==> config.mk <==
export PLATFORM = sky130hd
export DESIGN_NAME = tl_cntr_nway
export DESIGN_NICKNAME = d
export VERILOG_FILES = /design/src/rtl/tl_cntr_nway.sv
export SDC_FILE = /design/constraint.sdc
export NUM_CORES = 1
export LEC_CHECK = 0
export CORE_UTILIZATION = 30
export DETAILED_ROUTE_END_ITERATION = 16
export GPL_ROUTABILITY_DRIVEN = 0
export SLEW_MARGIN = 20
export SYNTH_ARGS = -nofsm -noshare
export SYNTH_HDL_FRONTEND = slang
export SYNTH_SLANG_ARGS = --single-unit
==> constraint.sdc <==
create_clock -name clk -period 4.15 [get_ports clk]
set_input_delay 0.6225 -clock clk [delete_from_list [all_inputs] [get_ports clk]]
set_output_delay 0.6225 -clock clk [all_outputs]
set_load 0.005 [all_outputs]
==> src/rtl/tl_cntr_nway.sv <==
// N-way round-robin traffic light controller with sensor-driven green, min/max green, yellow and all-red clearance.
// Optional emergency preemption inputs are compiled in with the TL_PREEMPT_EN macro.
module tl_cntr_nway #(
    parameter int N_WAY       = 4,
    parameter int MIN_GREEN   = 4,
    parameter int MAX_GREEN   = 12,
    parameter int YELLOW_CYC  = 2,
    parameter int ALL_RED_CYC = 1,
    parameter int CNT_W       = 8
) (
    input  logic                 clk,
    input  logic                 reset,
    input  logic [N_WAY-1:0]     T,
`ifdef TL_PREEMPT_EN
    input  logic                 preempt,
    input  logic [2:0]           preempt_dir,
`endif
    output logic [2*N_WAY-1:0]   L,
    output logic [2:0]           cur_dir,
    output logic [1:0]           phase,
    output logic                 switch_pls
);

    localparam int LW = 2 * N_WAY;

    localparam logic [1:0] PH_GREEN  = 2'b00;
    localparam logic [1:0] PH_YELLOW = 2'b01;
    localparam logic [1:0] PH_ALLRED = 2'b10;

    localparam logic [1:0] LAMP_G = 2'b00;
    localparam logic [1:0] LAMP_Y = 2'b01;
    localparam logic [1:0] LAMP_R = 2'b10;

    // Timer thresholds: the timer counts from 0, so a phase of length n ends at timer == n-1.
    localparam logic [CNT_W-1:0] MIN_LIM   = CNT_W'(MIN_GREEN - 1);
    localparam logic [CNT_W-1:0] MAX_LIM   = CNT_W'(MAX_GREEN - 1);
    localparam logic [CNT_W-1:0] YEL_LIM   = CNT_W'(YELLOW_CYC - 1);
    localparam logic [CNT_W-1:0] AR_LIM    = CNT_W'((ALL_RED_CYC > 0) ? ALL_RED_CYC - 1 : 0);
    localparam logic [CNT_W-1:0] TIMER_MAX = '1;

    logic [CNT_W-1:0] timer;
    logic [2:0]       next_dir;

    logic [1:0]       phase_nx;
    logic [2:0]       cur_nx;
    logic [2:0]       next_nx;
    logic             sw_nx;
    logic             enter;
    logic             cur_req;
    logic             other_req;
    logic             pre_valid;
    logic [2:0]       pre_dir;

    function automatic logic sensor(input logic [N_WAY-1:0] vec, input int idx);
        logic [N_WAY-1:0] s;
        s = vec >> idx;
        return s[0];
    endfunction

    // First requesting approach after cur, searching cur+1, cur+2, ... with wrap.
    function automatic logic [2:0] rr_pick(input logic [N_WAY-1:0] req, input logic [2:0] cur);
        logic [2:0] pick;
        logic       found;
        int         idx;
        pick  = cur;
        found = 1'b0;
        for (int k = 1; k < N_WAY; k++) begin
            idx = (int'(cur) + k) % N_WAY;
            if (!found && sensor(req, idx)) begin
                pick  = 3'(idx);
                found = 1'b1;
            end
        end
        return pick;
    endfunction

    function automatic logic [LW-1:0] lamp_word(input logic [1:0] ph, input logic [2:0] dir);
        logic [LW-1:0] w;
        logic [1:0]    code;
        w = '0;
        for (int i = 0; i < N_WAY; i++) begin
            code = LAMP_R;
            if (int'(dir) == i) begin
                case (ph)
                    PH_GREEN:  code = LAMP_G;
                    PH_YELLOW: code = LAMP_Y;
                    default:   code = LAMP_R;
                endcase
            end
            w = w | (LW'(code) << (2 * i));
        end
        return w;
    endfunction

`ifdef TL_PREEMPT_EN
    assign pre_valid = preempt && (int'(preempt_dir) < N_WAY);
    assign pre_dir   = preempt_dir;
`else
    assign pre_valid = 1'b0;
    assign pre_dir   = 3'd0;
`endif

    always_comb begin
        cur_req   = 1'b0;
        other_req = 1'b0;
        for (int j = 0; j < N_WAY; j++) begin
            if (j == int'(cur_dir))
                cur_req = sensor(T, j);
            else
                other_req = other_req | sensor(T, j);
        end
    end

    always_comb begin
        // NOTE: every signal gets a default first so no path leaves one unassigned (no latch).
        phase_nx = phase;
        cur_nx   = cur_dir;
        next_nx  = next_dir;
        sw_nx    = 1'b0;
        enter    = 1'b0;
        case (phase)
            PH_GREEN: begin
                if (pre_valid && (pre_dir != cur_dir)) begin
                    phase_nx = PH_YELLOW;
                    next_nx  = pre_dir;
                    enter    = 1'b1;
                end else if (!pre_valid && (timer >= MIN_LIM) && other_req &&
                             (!cur_req || (timer >= MAX_LIM))) begin
                    phase_nx = PH_YELLOW;
                    next_nx  = rr_pick(T, cur_dir);
                    enter    = 1'b1;
                end
            end
            PH_YELLOW: begin
                if (pre_valid)
                    next_nx = pre_dir;
                if (timer >= YEL_LIM) begin
                    enter = 1'b1;
                    if (ALL_RED_CYC == 0) begin
                        phase_nx = PH_GREEN;
                        cur_nx   = next_nx;
                        sw_nx    = 1'b1;
                    end else begin
                        phase_nx = PH_ALLRED;
                    end
                end
            end
            PH_ALLRED: begin
                if (pre_valid)
                    next_nx = pre_dir;
                if (timer >= AR_LIM) begin
                    enter    = 1'b1;
                    phase_nx = PH_GREEN;
                    cur_nx   = next_nx;
                    sw_nx    = 1'b1;
                end
            end
            default: begin
                // Unused encoding: recover to green on the current approach.
                phase_nx = PH_GREEN;
                enter    = 1'b1;
            end
        endcase
    end

    always_ff @(posedge clk or posedge reset) begin
        if (reset) begin
            phase      <= PH_GREEN;
            cur_dir    <= 3'd0;
            next_dir   <= 3'd0;
            timer      <= '0;
            switch_pls <= 1'b0;
            L          <= lamp_word(PH_GREEN, 3'd0);
        end else begin
            // NOTE: non-blocking so every register samples the pre-edge values of the others.
            phase      <= phase_nx;
            cur_dir    <= cur_nx;
            next_dir   <= next_nx;
            switch_pls <= sw_nx;
            L          <= lamp_word(phase_nx, cur_nx);
            if (enter)
                timer <= '0;
            else if (timer != TIMER_MAX)
                timer <= timer + 1'b1;
        end
    end

endmodule

After elaboration in Yosys (flattened, before gate mapping)
Cells that the tools add are included.

operators by class
  reduce and logical (&&, ||, !) cells = 17
  bitwise gates (word level) = 9
  $lt $le $gt $ge = 4
  shift operators = 3
  equality and inequality tests = 10
  multiplexer cells = 35
  add/sub/neg operators = 4

operators with widths
  operator             number
  $shr 4x32->1         3
  $mux 1               18
  $ge 8x1->1 const B   2
  $mux 8               2
  $mux 3               5
  $mux 2               7
  $add 8x1->8 const B  1
  $ge 8x2->1 const B   1
  $ge 8x4->1 const B   1
  $ne 8x8->1 const B   1
  $or 6x8->8           1
  $eq 3x3->1 const A   2
  $eq 3x3->1 const B   2
  $logic_not 3->1      2
  $or 4x6->6           1
  $pmux 2 s3           1
  $reduce_or 2->1      3
  $add 2x2->2 const B  2
  $eq 2x1->1 const B   2
  $logic_and 1x1->1    4
  $logic_not 2->1      2
  $or 2x4->4           1
  $pmux 2 s2           1
  $and 1x1->1 const A  3
  other kinds (10)     14

word-level totals
  bits of input ports = 6
  word-level logic and storage cells = 88
  bits in registers = 25
  output and inout bits = 14

Longest topological paths before layout
Gate-level depths: netlist of the first run.

  depth after elaboration = 20
  depth in mapped cells = 8
  depth with buffers taken out = 7

Least setup slack after synthesis of the first run
OpenSTA, ideal clock, no wires.

  path kind = flip-flop to flip-flop
  from = register cur_dir[1]
  to = register timer[5]
  stages on the path, launching flop included = 9
  arrival = 2255 ps
  path buffers = 1
  path slack = 1799 ps
  setup time = 96 ps
  clock period less this slack = 2351 ps
  required time = 4054 ps
  cell sequence = dfrtp_1 > clkbuf_1 > inv_1 > ha_1 > inv_1 > a2111oi_0 > a2111oi_2 > a221o_4 > a311oi_2

between the ends
  longest elaborated chain between the ends = 13
  elaborated cells on any way between the ends = 23
  classes of those cells = eq/ne: 3; mux: 11; bitwise: 3; reduce/logical: 6

RTL lines
  what                                                line  RTL
  start: declaration                                  19    output logic [2:0] cur_dir,
  start signal: assignment                            177   cur_dir <= cur_nx;
  $logic_not 3->1                                     107   if (j == int'(cur_dir))
  $mux 1                                              107
  $or 1x1->1                                          110   other_req = other_req | sensor(T, j);
  $mux 1                                              107
  $or 1x1->1                                          110
  $mux 1                                              107
  $or 1x1->1                                          110
  $mux 1                                              107
  $logic_and 1x1->1                                   127   end else if (!pre_valid && (timer >= MIN_LIM) && other_req &&
  $logic_and 1x1->1 *                                 127
  $mux 1 *                                            127
  $pmux 1 s3 *                                        121   case (phase)
  $mux 8 / $reduce_bool 2->1 (equally long branches)  n/a
  end signal: assignment                              184   timer <= timer + 1'b1;
  end: declaration                                    41    logic [CNT_W-1:0] timer;

Every way passes the cells marked *; elsewhere a longest branch is shown, timed or not.
A chain may end at the register's enable or synchronous reset.

Worst setup path after layout of the first run
  from = input T[0]
  to = register timer[5]

between the ends
  longest elaborated chain between the ends = 12
  elaborated cells on any way between the ends = 19
  classes of those cells = mux: 11; bitwise: 3; reduce/logical: 5

RTL lines
  what                                                line  RTL
  start: declaration                                  13    input logic [N_WAY-1:0] T,
  $mux 1                                              107
  $or 1x1->1                                          110
  $mux 1                                              107
  $or 1x1->1                                          110
  $mux 1                                              107
  $or 1x1->1                                          110
  $mux 1                                              107
  $logic_and 1x1->1                                   127
  $logic_and 1x1->1 *                                 127
  $mux 1 *                                            127
  $pmux 1 s3 *                                        121
  $mux 8 / $reduce_bool 2->1 (equally long branches)  n/a

Marked as above.

==> results of run 1 <==
-- flip-flops by register name, indices dropped and copies added (netlist names) --
register and count:
timer 8, switch_pls 1, cur_dir 3, next_dir 3
L 8, phase 2
-- cells in the final DEF (no fill, tap or decap), types with 3 or more instances in the layout --
cell | netlist | final
sky130_fd_sc_hd__nor2_1 | 14 | 14
sky130_fd_sc_hd__o21ai_0 | 4 | 4
sky130_fd_sc_hd__mux2i_1 | 4 | 4
sky130_fd_sc_hd__ha_1 | 7 | 7
sky130_fd_sc_hd__nand2b_1 | 5 | 5
sky130_fd_sc_hd__nor2b_1 | 5 | 5
sky130_fd_sc_hd__nor3_1 | 9 | 9
sky130_fd_sc_hd__inv_1 | 13 | 13
sky130_fd_sc_hd__nand3_1 | 3 | 3
sky130_fd_sc_hd__a31oi_1 | 3 | 3
sky130_fd_sc_hd__a2111oi_0 | 3 | 3
sky130_fd_sc_hd__dfrtp_1 | 22 | 22
sky130_fd_sc_hd__dfstp_2 | 3 | 3
sky130_fd_sc_hd__clkdlybuf4s50_1 | 0 | 19
sky130_fd_sc_hd__a21oi_1 | 6 | 6
sky130_fd_sc_hd__nand2_1 | 8 | 8
sky130_fd_sc_hd__or3_1 | 4 | 4
sky130_fd_sc_hd__mux2_2 | 5 | 5
sky130_fd_sc_hd__nor4_1 | 4 | 4
sky130_fd_sc_hd__clkbuf_8 | 0 | 3
-- cells by family (layout without fill, tap and decap cells) --
family | after synthesis | count (layout)
XOR/XNOR | 3 | 3
AO/OA/AOI/OAI | 26 | 26
multiplexers | 9 | 9
buffers and inverters | 22 | 37
adder cells (fa/ha/maj) | 7 | 7
flip-flops | 25 | 25
AND/OR/NAND/NOR | 64 | 64
-- report_power, final --
part / total [uW] / internal (uW) / switching, uW
Sequential: 413 / 326 / 87.0
Clock: 145 / 67.9 / 77.3
Combinational: 580 / 292 / 288
-- worst reg2reg max path, cell delays in order, from the launching register on --
cell and delay (ps):
sky130_fd_sc_hd__dfrtp_1 540, sky130_fd_sc_hd__inv_1 200, sky130_fd_sc_hd__ha_1 210, sky130_fd_sc_hd__inv_1 40
sky130_fd_sc_hd__a2111oi_0 570, sky130_fd_sc_hd__a2111oi_2 200, sky130_fd_sc_hd__a221o_4 530, sky130_fd_sc_hd__a311oi_2 200
-- metal layers --
layer | share of wire (%) | global-route usage [%]
met5 | 0 | 0
met4 | 0.59 | 2.61
met3 | 3.1 | 1.94
met2 | 42 | 18.5
met1 | 54 | 19.1
-- stage by stage --
stage                     setup slack (ps)  util [%]
after global placement                1190      36.4
after global routing                  1190      37.4
final                                 1450      37.4
after floorplan                       1800         -
after CTS                             1420      37.4
after detailed placement              1150      36.4
-- worst max path at each step --
stage	start	depth (start not counted)	slack (ps)	to
after detailed placement	T[0]	6	1150	timer[5]
after CTS	T[0]	6	1420	timer[5]
final	T[0]	6	1450	timer[5]
after global placement	T[0]	6	1190	timer[5]
after floorplan	cur_dir[1]	8	1800	timer[5]
after global routing	T[0]	6	1190	timer[5]
-- layout make-up --
cell class              instances  area, um2  share of cell area, %
inverters                      14       52.6                   2.96
repair buffers                 19        190                   10.7
well taps                      67       83.8                   4.71
clock inverters                 1       7.51                  0.422
clock buffers                   3       41.3                   2.32
flip-flops and latches         25        629                   35.4
multi-input cells             109        773                   43.5
==> tab_implementation.tex, run 1 <==
\begin{tabular}{lr}
\hline
Metric & Value \\
\hline
\multicolumn{2}{l}{\textbf{Synth}} \\
\quad Average cell area after synthesis & 9.52 um2 \\
\quad Top cells by area in the synthesized netlist & sky130\_fd\_sc\_hd\_\_dfrtp\_1 37\%, sky130\_fd\_sc\_hd\_\_ha\_1 5.9\%, sky130\_fd\_sc\_hd\_\_dfstp\_2 5.3\%, sky130\_fd\_sc\_hd\_\_mux2\_2 3.8\%, sky130\_fd\_sc\_hd\_\_nor2\_1 3.5\% \\
\quad Syn. warnings & 0 \\
\quad Adder-cell share of the synthesized area & 5.90\% \\
\quad Combinational family with the most area after synthesis & simple AND/OR/NAND/NOR gates \\
\quad Top FF cell, synth & sky130\_fd\_sc\_hd\_\_dfrtp\_1 \\
\quad Leading cell types by count after synthesis & 22 x sky130\_fd\_sc\_hd\_\_dfrtp\_1, 14 x sky130\_fd\_sc\_hd\_\_nor2\_1, 13 x sky130\_fd\_sc\_hd\_\_inv\_1, 9 x sky130\_fd\_sc\_hd\_\_nor3\_1 \\
\quad Library cell with the highest instance count after synthesis & sky130\_fd\_sc\_hd\_\_dfrtp\_1 \\
\quad Register area share after synthesis & 42.4\% \\
\quad Post-synthesis cell type count & 40 \\
\quad Mux cell area share after synthesis & 6.49\% \\
\quad Library cell occupying the most area in the post-synthesis netlist & sky130\_fd\_sc\_hd\_\_dfrtp\_1 \\
\quad Cells after Synth & 156 \\
\quad Post-Synth XOR/XNOR Area & 1.77\% \\
\quad Syn\_nets & 169 \\
\quad FF+latch count, synth & 25 \\
\quad Number of flops mapped to enable cells by yosys & 0 \\
\quad Area of the mapped netlist & 0.00149 mm2 \\
\quad Async set-or-reset flop fraction in the synthesized netlist & 100\% \\
\quad Top-area cell type share of the netlist area & 37.1\% \\
\quad Compound-Gate Fraction of Synth Area & 14.2\% \\
\quad Simple-gate area share of the yosys netlist & 23.8\% \\
\multicolumn{2}{l}{\textbf{Final layout}} \\
\quad Post-route design area & 0.00178 mm2 \\
\quad Filler Cell Count & 502 \\
\quad Proportion of layout cells with a drive suffix above 1 & 13.5\% \\
\quad Area added between synthesis and finish & 19.7\% \\
\quad Final \#Nets & 185 \\
\quad Antenna diode instance count & 0 \\
\quad Final non-filler cell total & 238 \\
\multicolumn{2}{l}{\textbf{Min path}} \\
\quad Worst hold path endpoint & next\_dir[0] \\
\quad Number of stages on the worst hold path & 1 \\
\quad Worst Min Path Start & next\_dir[0] \\
\quad HP Class & reg -> reg \\
\multicolumn{2}{l}{\textbf{Floorplanning}} \\
\quad I/O pins & 20 \\
\quad Initial Util & 31.2\% \\
\quad Number of core rows & 25 \\
\quad DIE WIDTH & 72.4 um \\
\quad Floorplan die area & 0.00524 mm2 \\
\quad Die height & 72.4 um \\
\quad Area of the core & 0.00475 mm2 \\
\multicolumn{2}{l}{\textbf{Outcome}} \\
\quad Result of the run & finished clean \\
\multicolumn{2}{l}{\textbf{Route}} \\
\quad Detailed router's first-iteration violation count & 48 \\
\quad Vias after detailed routing & 1,124 \\
\quad Average detailed-routed wire length per instance & 12.2 um \\
\quad Total routed wirelength & 2890 um \\
\quad Detail-routed via count per cell & 4.72 \\
\quad Count of TritonRoute iterations in the first routing pass & 4 \\
\quad DRC violation count after routing & 0 \\
\quad Number of nets with antenna violations after detailed routing & 0 \\
\multicolumn{2}{l}{\textbf{STA}} \\
\quad Number of slew-limit violations in the final report & 0 \\
\quad Period utilisation layout & 65.1\% \\
\quad Final number of hold-violating endpoints & 0 \\
\quad Setup-failing EPs final & 0 \\
\quad Unrepaired setup endpoints after global routing & false \\
\quad Highest Clock Rate & 370 MHz \\
\quad Worst slew slack as a fraction of its limit & 36.8\% \\
\quad Minimum clock period & 2700 ps \\
\quad Worst-margin pin slew & 946 ps \\
\quad Worst hold slack & 510 ps \\
\quad Final setup TNS & 0 ps \\
\quad Clock tree skew after final layout & 5.02 ps \\
\multicolumn{2}{l}{\textbf{Clock network}} \\
\quad Post\_cts resized & 0 \\
\quad Clock tree root buffer cell & sky130\_fd\_sc\_hd\_\_clkbuf\_8 \\
\quad Number of buffers created by CTS & 3 \\
\quad Hold-fix buffers at CTS & 0 \\
\quad CTS tree & built \\
\quad Clock transition at the register clock pins on the worst setup and hold paths after CTS & 90 ps \\
\quad H-tree depth & 1 \\
\quad Largest buffer count on any clock path & 2 \\
\quad CTS sink count & 25 \\
\quad Count of buffers added by post-CTS timing repair for setup & 0 \\
\quad Clock network latency to the later pin of the worst-skew pair & 260 ps \\
\multicolumn{2}{l}{\textbf{Critical path}} \\
\quad Top cell family by delay on the critical path & compound AO/OA/AOI/OAI gates \\
\quad Data required time of the critical path & 4330 ps \\
\quad Cell depth of the worst flop-to-flop path & 7 \\
\quad WS Path Type & in -> reg \\
\quad Register-to-Register Setup Slack & 1580 ps \\
\quad CP cell instances & clkdlybuf4s50\_1 -> nor2b\_1 -> a2111oi\_0 -> a2111oi\_2 -> a221o\_4 -> a311oi\_2 \\
\quad Capturing element type of the critical path & register \\
\quad Standard cell with the maximum stage delay on the critical path & sky130\_fd\_sc\_hd\_\_clkdlybuf4s50\_1 \\
\quad Slowest Stage Delay on Critical Path & 570 ps \\
\quad Arrival time of data at the critical path endpoint & 2880 ps \\
\quad R2R Path Start & cur\_dir[1] \\
\quad Max Fanout on Critical Path & 11 \\
\quad Kind of start point of the critical path & primary input \\
\quad Sum of buffers and inverters on the critical path & 1 \\
\quad R2r endpoint & timer[5] \\
\multicolumn{2}{l}{\textbf{Power and ir drop}} \\
\quad Power density over the cells & 640 mW/mm2 \\
\quad IR drop worst, VDD & 0.000300 V \\
\quad Pleak & 0.000739 uW \\
\quad Total power draw & 1140 uW \\
\multicolumn{2}{l}{\textbf{GRT}} \\
\quad Global-route congestion overflow total & 0 \\
\quad Number of antenna violations at the first check in global routing & 0 \\
\quad All-layer global routing usage & 12.5\% \\
\quad Largest net degree at the start of global routing & 26 \\
\quad First-pass GRT wire length & 5180 um \\
\quad Number of global-route vias before repair & 1,115 \\
\multicolumn{2}{l}{\textbf{Place}} \\
\quad \# port buffers & 19 \\
\quad Cell area reported after detailed placement & 0.00173 mm2 \\
\quad HPWL after DPL & 2060 um \\
\quad Post-Place Cells & 234 \\
\multicolumn{2}{l}{\textbf{Flow run}} \\
\quad Total of max-cap violations & 0 \\
\hline
\end{tabular}
(Power assumes the default switching activity.)
==> run 2, diff against run 1 <==
==> constraint.sdc (replaced) <==
create_clock -name clk -period 2.3 [get_ports clk]
set_input_delay 0.345 -clock clk [delete_from_list [all_inputs] [get_ports clk]]
set_output_delay 0.345 -clock clk [all_outputs]
set_load 0.005 [all_outputs]
==> run 2 against run 1 <==
Final cell count up 5.5%; sequential share of layout area down 2.0 points; largest power group unchanged; setup slack worse by 1400 ps; worst hold slack worse by 140 ps; clock skew up 0.82 ps; die area unchanged; critical path depth down 2; utilization up 2.2 points; first-iteration DRC count down 15%.
==> tab_implementation.tex, run 2 (synthesized netlist as in run 1, its figures left out) <==
\begin{tabular}{lr}
\hline
Metric & Value \\
\hline
\multicolumn{2}{l}{\textbf{Route}} \\
\quad Number of nets with antenna violations after detailed routing & 0 (unchanged) \\
\quad Detail-routed via count per cell & 4.75 (was 4.72) \\
\quad Routed met2 length & 1300 um (was 1210 um) \\
\quad Total routed wirelength & 3070 um (was 2890 um) \\
\quad Vias after detailed routing & 1,191 (was 1,124) \\
\quad Detailed router's first-iteration violation count & 41 (was 48) \\
\quad DRC violation count after routing & 0 (unchanged) \\
\quad Metal-1 WL & 1640 um (was 1570 um) \\
\quad Routed met3 length & 58 um (was 89 um) \\
\quad Top layer reached by signal wires & met4 (unchanged) \\
\quad Average detailed-routed wire length per instance & 12.2 um (about the same) \\
\quad Count of TritonRoute iterations in the first routing pass & 4 (unchanged) \\
\multicolumn{2}{l}{\textbf{GRT}} \\
\quad Largest net degree at the start of global routing & 16 (was 26) \\
\quad Global-route congestion overflow total & 0 (unchanged) \\
\quad First-pass GRT wire length & 5150 um (was 5180 um) \\
\quad All-layer global routing usage & 12.8\% (was 12.5\%) \\
\quad Number of antenna violations at the first check in global routing & 0 (unchanged) \\
\quad Number of global-route vias before repair & 1,100 (was 1,115) \\
\multicolumn{2}{l}{\textbf{Final layout}} \\
\quad Final \#Nets & 198 (was 185) \\
\quad Area added between synthesis and finish & 26.7\% (was 19.7\%) \\
\quad Most common cell after layout, fill and taps aside & sky130\_fd\_sc\_hd\_\_dfrtp\_1 (unchanged) \\
\quad Antenna diode instance count & 0 (unchanged) \\
\quad Proportion of layout cells with a drive suffix above 1 & 20.1\% (was 13.5\%) \\
\quad Biggest regs & L: 8 flops, timer: 8 flops (unchanged) \\
\quad Post-route design area & 0.00188 mm2 (was 0.00178 mm2) \\
\quad Commonest cells after routing, fill and taps aside & 22 x sky130\_fd\_sc\_hd\_\_dfrtp\_1, 19 x sky130\_fd\_sc\_hd\_\_clkdlybuf4s50\_1, 14 x sky130\_fd\_sc\_hd\_\_nor2\_1 (unchanged) \\
\multicolumn{2}{l}{\textbf{Clock network}} \\
\quad Count of buffers added by post-CTS timing repair for setup & 0 (unchanged) \\
\quad CTS tree & built (unchanged) \\
\quad Hold-fix buffers at CTS & 0 (unchanged) \\
\quad Clock transition at the register clock pins on the worst setup and hold paths after CTS & 90 ps (about the same) \\
\quad Clock network latency to the later pin of the worst-skew pair & 270 ps (was 260 ps) \\
\quad H-tree depth & 1 (unchanged) \\
\quad CTS sink count & 25 (unchanged) \\
\quad Number of buffers created by CTS & 3 (unchanged) \\
\quad Clock tree root buffer cell & sky130\_fd\_sc\_hd\_\_clkbuf\_8 (unchanged) \\
\quad Largest buffer count on any clock path & 2 (unchanged) \\
\multicolumn{2}{l}{\textbf{Critical path}} \\
\quad Slowest Stage Delay on Critical Path & 560 ps (was 570 ps) \\
\quad Register-to-Register Setup Slack & 80 ps (was 1580 ps) \\
\quad Top cell family by delay on the critical path & simple AND/OR/NAND/NOR gates (was compound AO/OA/AOI/OAI gates) \\
\quad Logic depth of the worst setup path including buffers & 4 (was 6) \\
\quad Data required time of the critical path & 2480 ps (was 4330 ps) \\
\quad CP cell instances & or4\_4 -> or4\_4 -> a221o\_4 -> a311oi\_2 (was clkdlybuf4s50\_1 -> nor2b\_1 -> a2111oi\_0 -> a2111oi\_2 -> a221o\_4 -> a311oi\_2) \\
\quad Max Fanout on Critical Path & 8 (was 11) \\
\quad Capturing element type of the critical path & register (unchanged) \\
\quad WS Path Type & reg -> reg (was in -> reg) \\
\quad Standard cell with the maximum stage delay on the critical path & sky130\_fd\_sc\_hd\_\_or4\_4 (was sky130\_fd\_sc\_hd\_\_clkdlybuf4s50\_1) \\
\quad Sum of buffers and inverters on the critical path & 0 (was 1) \\
\quad Cell depth of the worst flop-to-flop path & 4 (was 7) \\
\quad Arrival time of data at the critical path endpoint & 2400 ps (was 2880 ps) \\
\quad Kind of start point of the critical path & register (was primary input) \\
\quad Most repeated library cell on the critical path & sky130\_fd\_sc\_hd\_\_or4\_4 \\
\multicolumn{2}{l}{\textbf{STA}} \\
\quad Highest Clock Rate & 450 MHz \\
\quad Unrepaired setup endpoints after global routing & false (unchanged) \\
\quad Period utilisation layout & 96.5\% \\
\quad Worst slew slack as a fraction of its limit & 72.1\% (was 36.8\%) \\
\quad Final setup TNS & 0 ps (unchanged) \\
\quad Final number of hold-violating endpoints & 0 (unchanged) \\
\quad Worst-margin pin slew & 408 ps (was 946 ps) \\
\quad Worst hold slack & 371 ps (was 510 ps) \\
\quad Minimum clock period & 2220 ps \\
\quad Number of slew-limit violations in the final report & 0 (unchanged) \\
\quad Setup-failing EPs final & 0 (unchanged) \\
\quad Clock tree skew after final layout & 5.84 ps (was 5.02 ps) \\
\multicolumn{2}{l}{\textbf{Floorplanning}} \\
\quad Die height & 72.4 um (unchanged) \\
\quad Floorplan die area & 0.00524 mm2 (unchanged) \\
\quad Initial Util & 31.2\% (unchanged) \\
\quad I/O pins & 20 (unchanged) \\
\quad DIE WIDTH & 72.4 um (unchanged) \\
\quad Area of the core & 0.00475 mm2 (unchanged) \\
\quad Number of core rows & 25 (unchanged) \\
\multicolumn{2}{l}{\textbf{Power and ir drop}} \\
\quad IR drop worst, VDD & 0.000480 V (was 0.000300 V) \\
\quad Pleak & 0.000803 uW (was 0.000739 uW) \\
\quad Power density over the cells & 1160 mW/mm2 (was 640 mW/mm2) \\
\quad Total power draw & 2190 uW (was 1140 uW) \\
\multicolumn{2}{l}{\textbf{Min path}} \\
\quad HP Class & in -> async (was reg -> reg) \\
\multicolumn{2}{l}{\textbf{Place}} \\
\quad Cell area reported after detailed placement & 0.00183 mm2 (was 0.00173 mm2) \\
\quad HPWL after DPL & 2310 um (was 2060 um) \\
\quad \# port buffers & 19 (unchanged) \\
\multicolumn{2}{l}{\textbf{Flow run}} \\
\quad Total of max-cap violations & 0 (unchanged) \\
\multicolumn{2}{l}{\textbf{Outcome}} \\
\quad Result of the run & finished clean (unchanged) \\
\hline
\end{tabular}
-- run 2: cell types whose count changed in the layout (fill, tap and decap cells not counted), sizes merged --
cell and delta:
buf +13
-- run 2: cell type report --
| cell class | count | area [um2] |
|---|---|---|
| Inverter | 14 | 52.6 |
| Clock inverter | 1 | 7.51 |
| Fill cell | 494 | 2870 |
| Timing Repair Buffer | 32 | 288 |
| Tap cell | 67 | 83.8 |
| Multi-Input combinational cell | 109 | 779 |
| Sequential cell | 25 | 629 |
| Clock buffer | 3 | 41.3 |
-- run 2: path summary, 6_finish.rpt --
kind	start	end
setup reg to reg	timer[7]	timer[5]
hold / removal	reset	L[1]
min in group clk	next_dir[0]	next_dir[0]
setup / recovery	timer[7]	timer[5]
max in group asynchronous	reset	timer[7]
hold reg to reg	next_dir[0]	next_dir[0]
-- run 2: power by group --
part,switching [uW],internal [uW]
sequential,117,589
clock,139,123
combinational,597,622
-- run 2: layer usage --
metal | track usage, % | vias up
li1 | - | 609
met1 | 19.3 | 560
met2 | 18.0 | 17
met3 | 1.25 | 5
met4 | 6.54 | 0
met5 | 0 | -
-- run 2: timing repair --
item	4_1_cts	5_1_grt
resized for setup	1	0
endpoints found under the hold margin	0	0
setup endpoints to repair	3	0
-- run 2: stage by stage --
stage / setup WS (ps) / utilization, % / instances
finish: 80.2 / 39.6 / 251
global route: 9.91 / 39.6 / 251
CTS: 71.9 / 39.6 / 251
detailed placement: -173 / 38.4 / 247
global placement: -128 / 38.4 / 247
floorplan: 0.259 / - / 156
-- run 2: worst reg2reg max path: stages (launching register included) --
cell	delay, ps
sky130_fd_sc_hd__dfrtp_1	420
sky130_fd_sc_hd__or4_4	560
sky130_fd_sc_hd__or4_4	520
sky130_fd_sc_hd__a221o_4	430
sky130_fd_sc_hd__a311oi_2	200
==> run 3, diff against run 2 <==
--- a/config.mk
+++ b/config.mk
@@ -6,6 +6,7 @@
 export NUM_CORES = 1
 export LEC_CHECK = 0
 export CORE_UTILIZATION = 30
+export CTS_BUF_LIST = sky130_fd_sc_hd__clkbuf_8
 export DETAILED_ROUTE_END_ITERATION = 16
 export GPL_ROUTABILITY_DRIVEN = 0
 export SLEW_MARGIN = 20
==> results of run 3 <==
Final layout, timing and power as in run 2 (identical DEF).
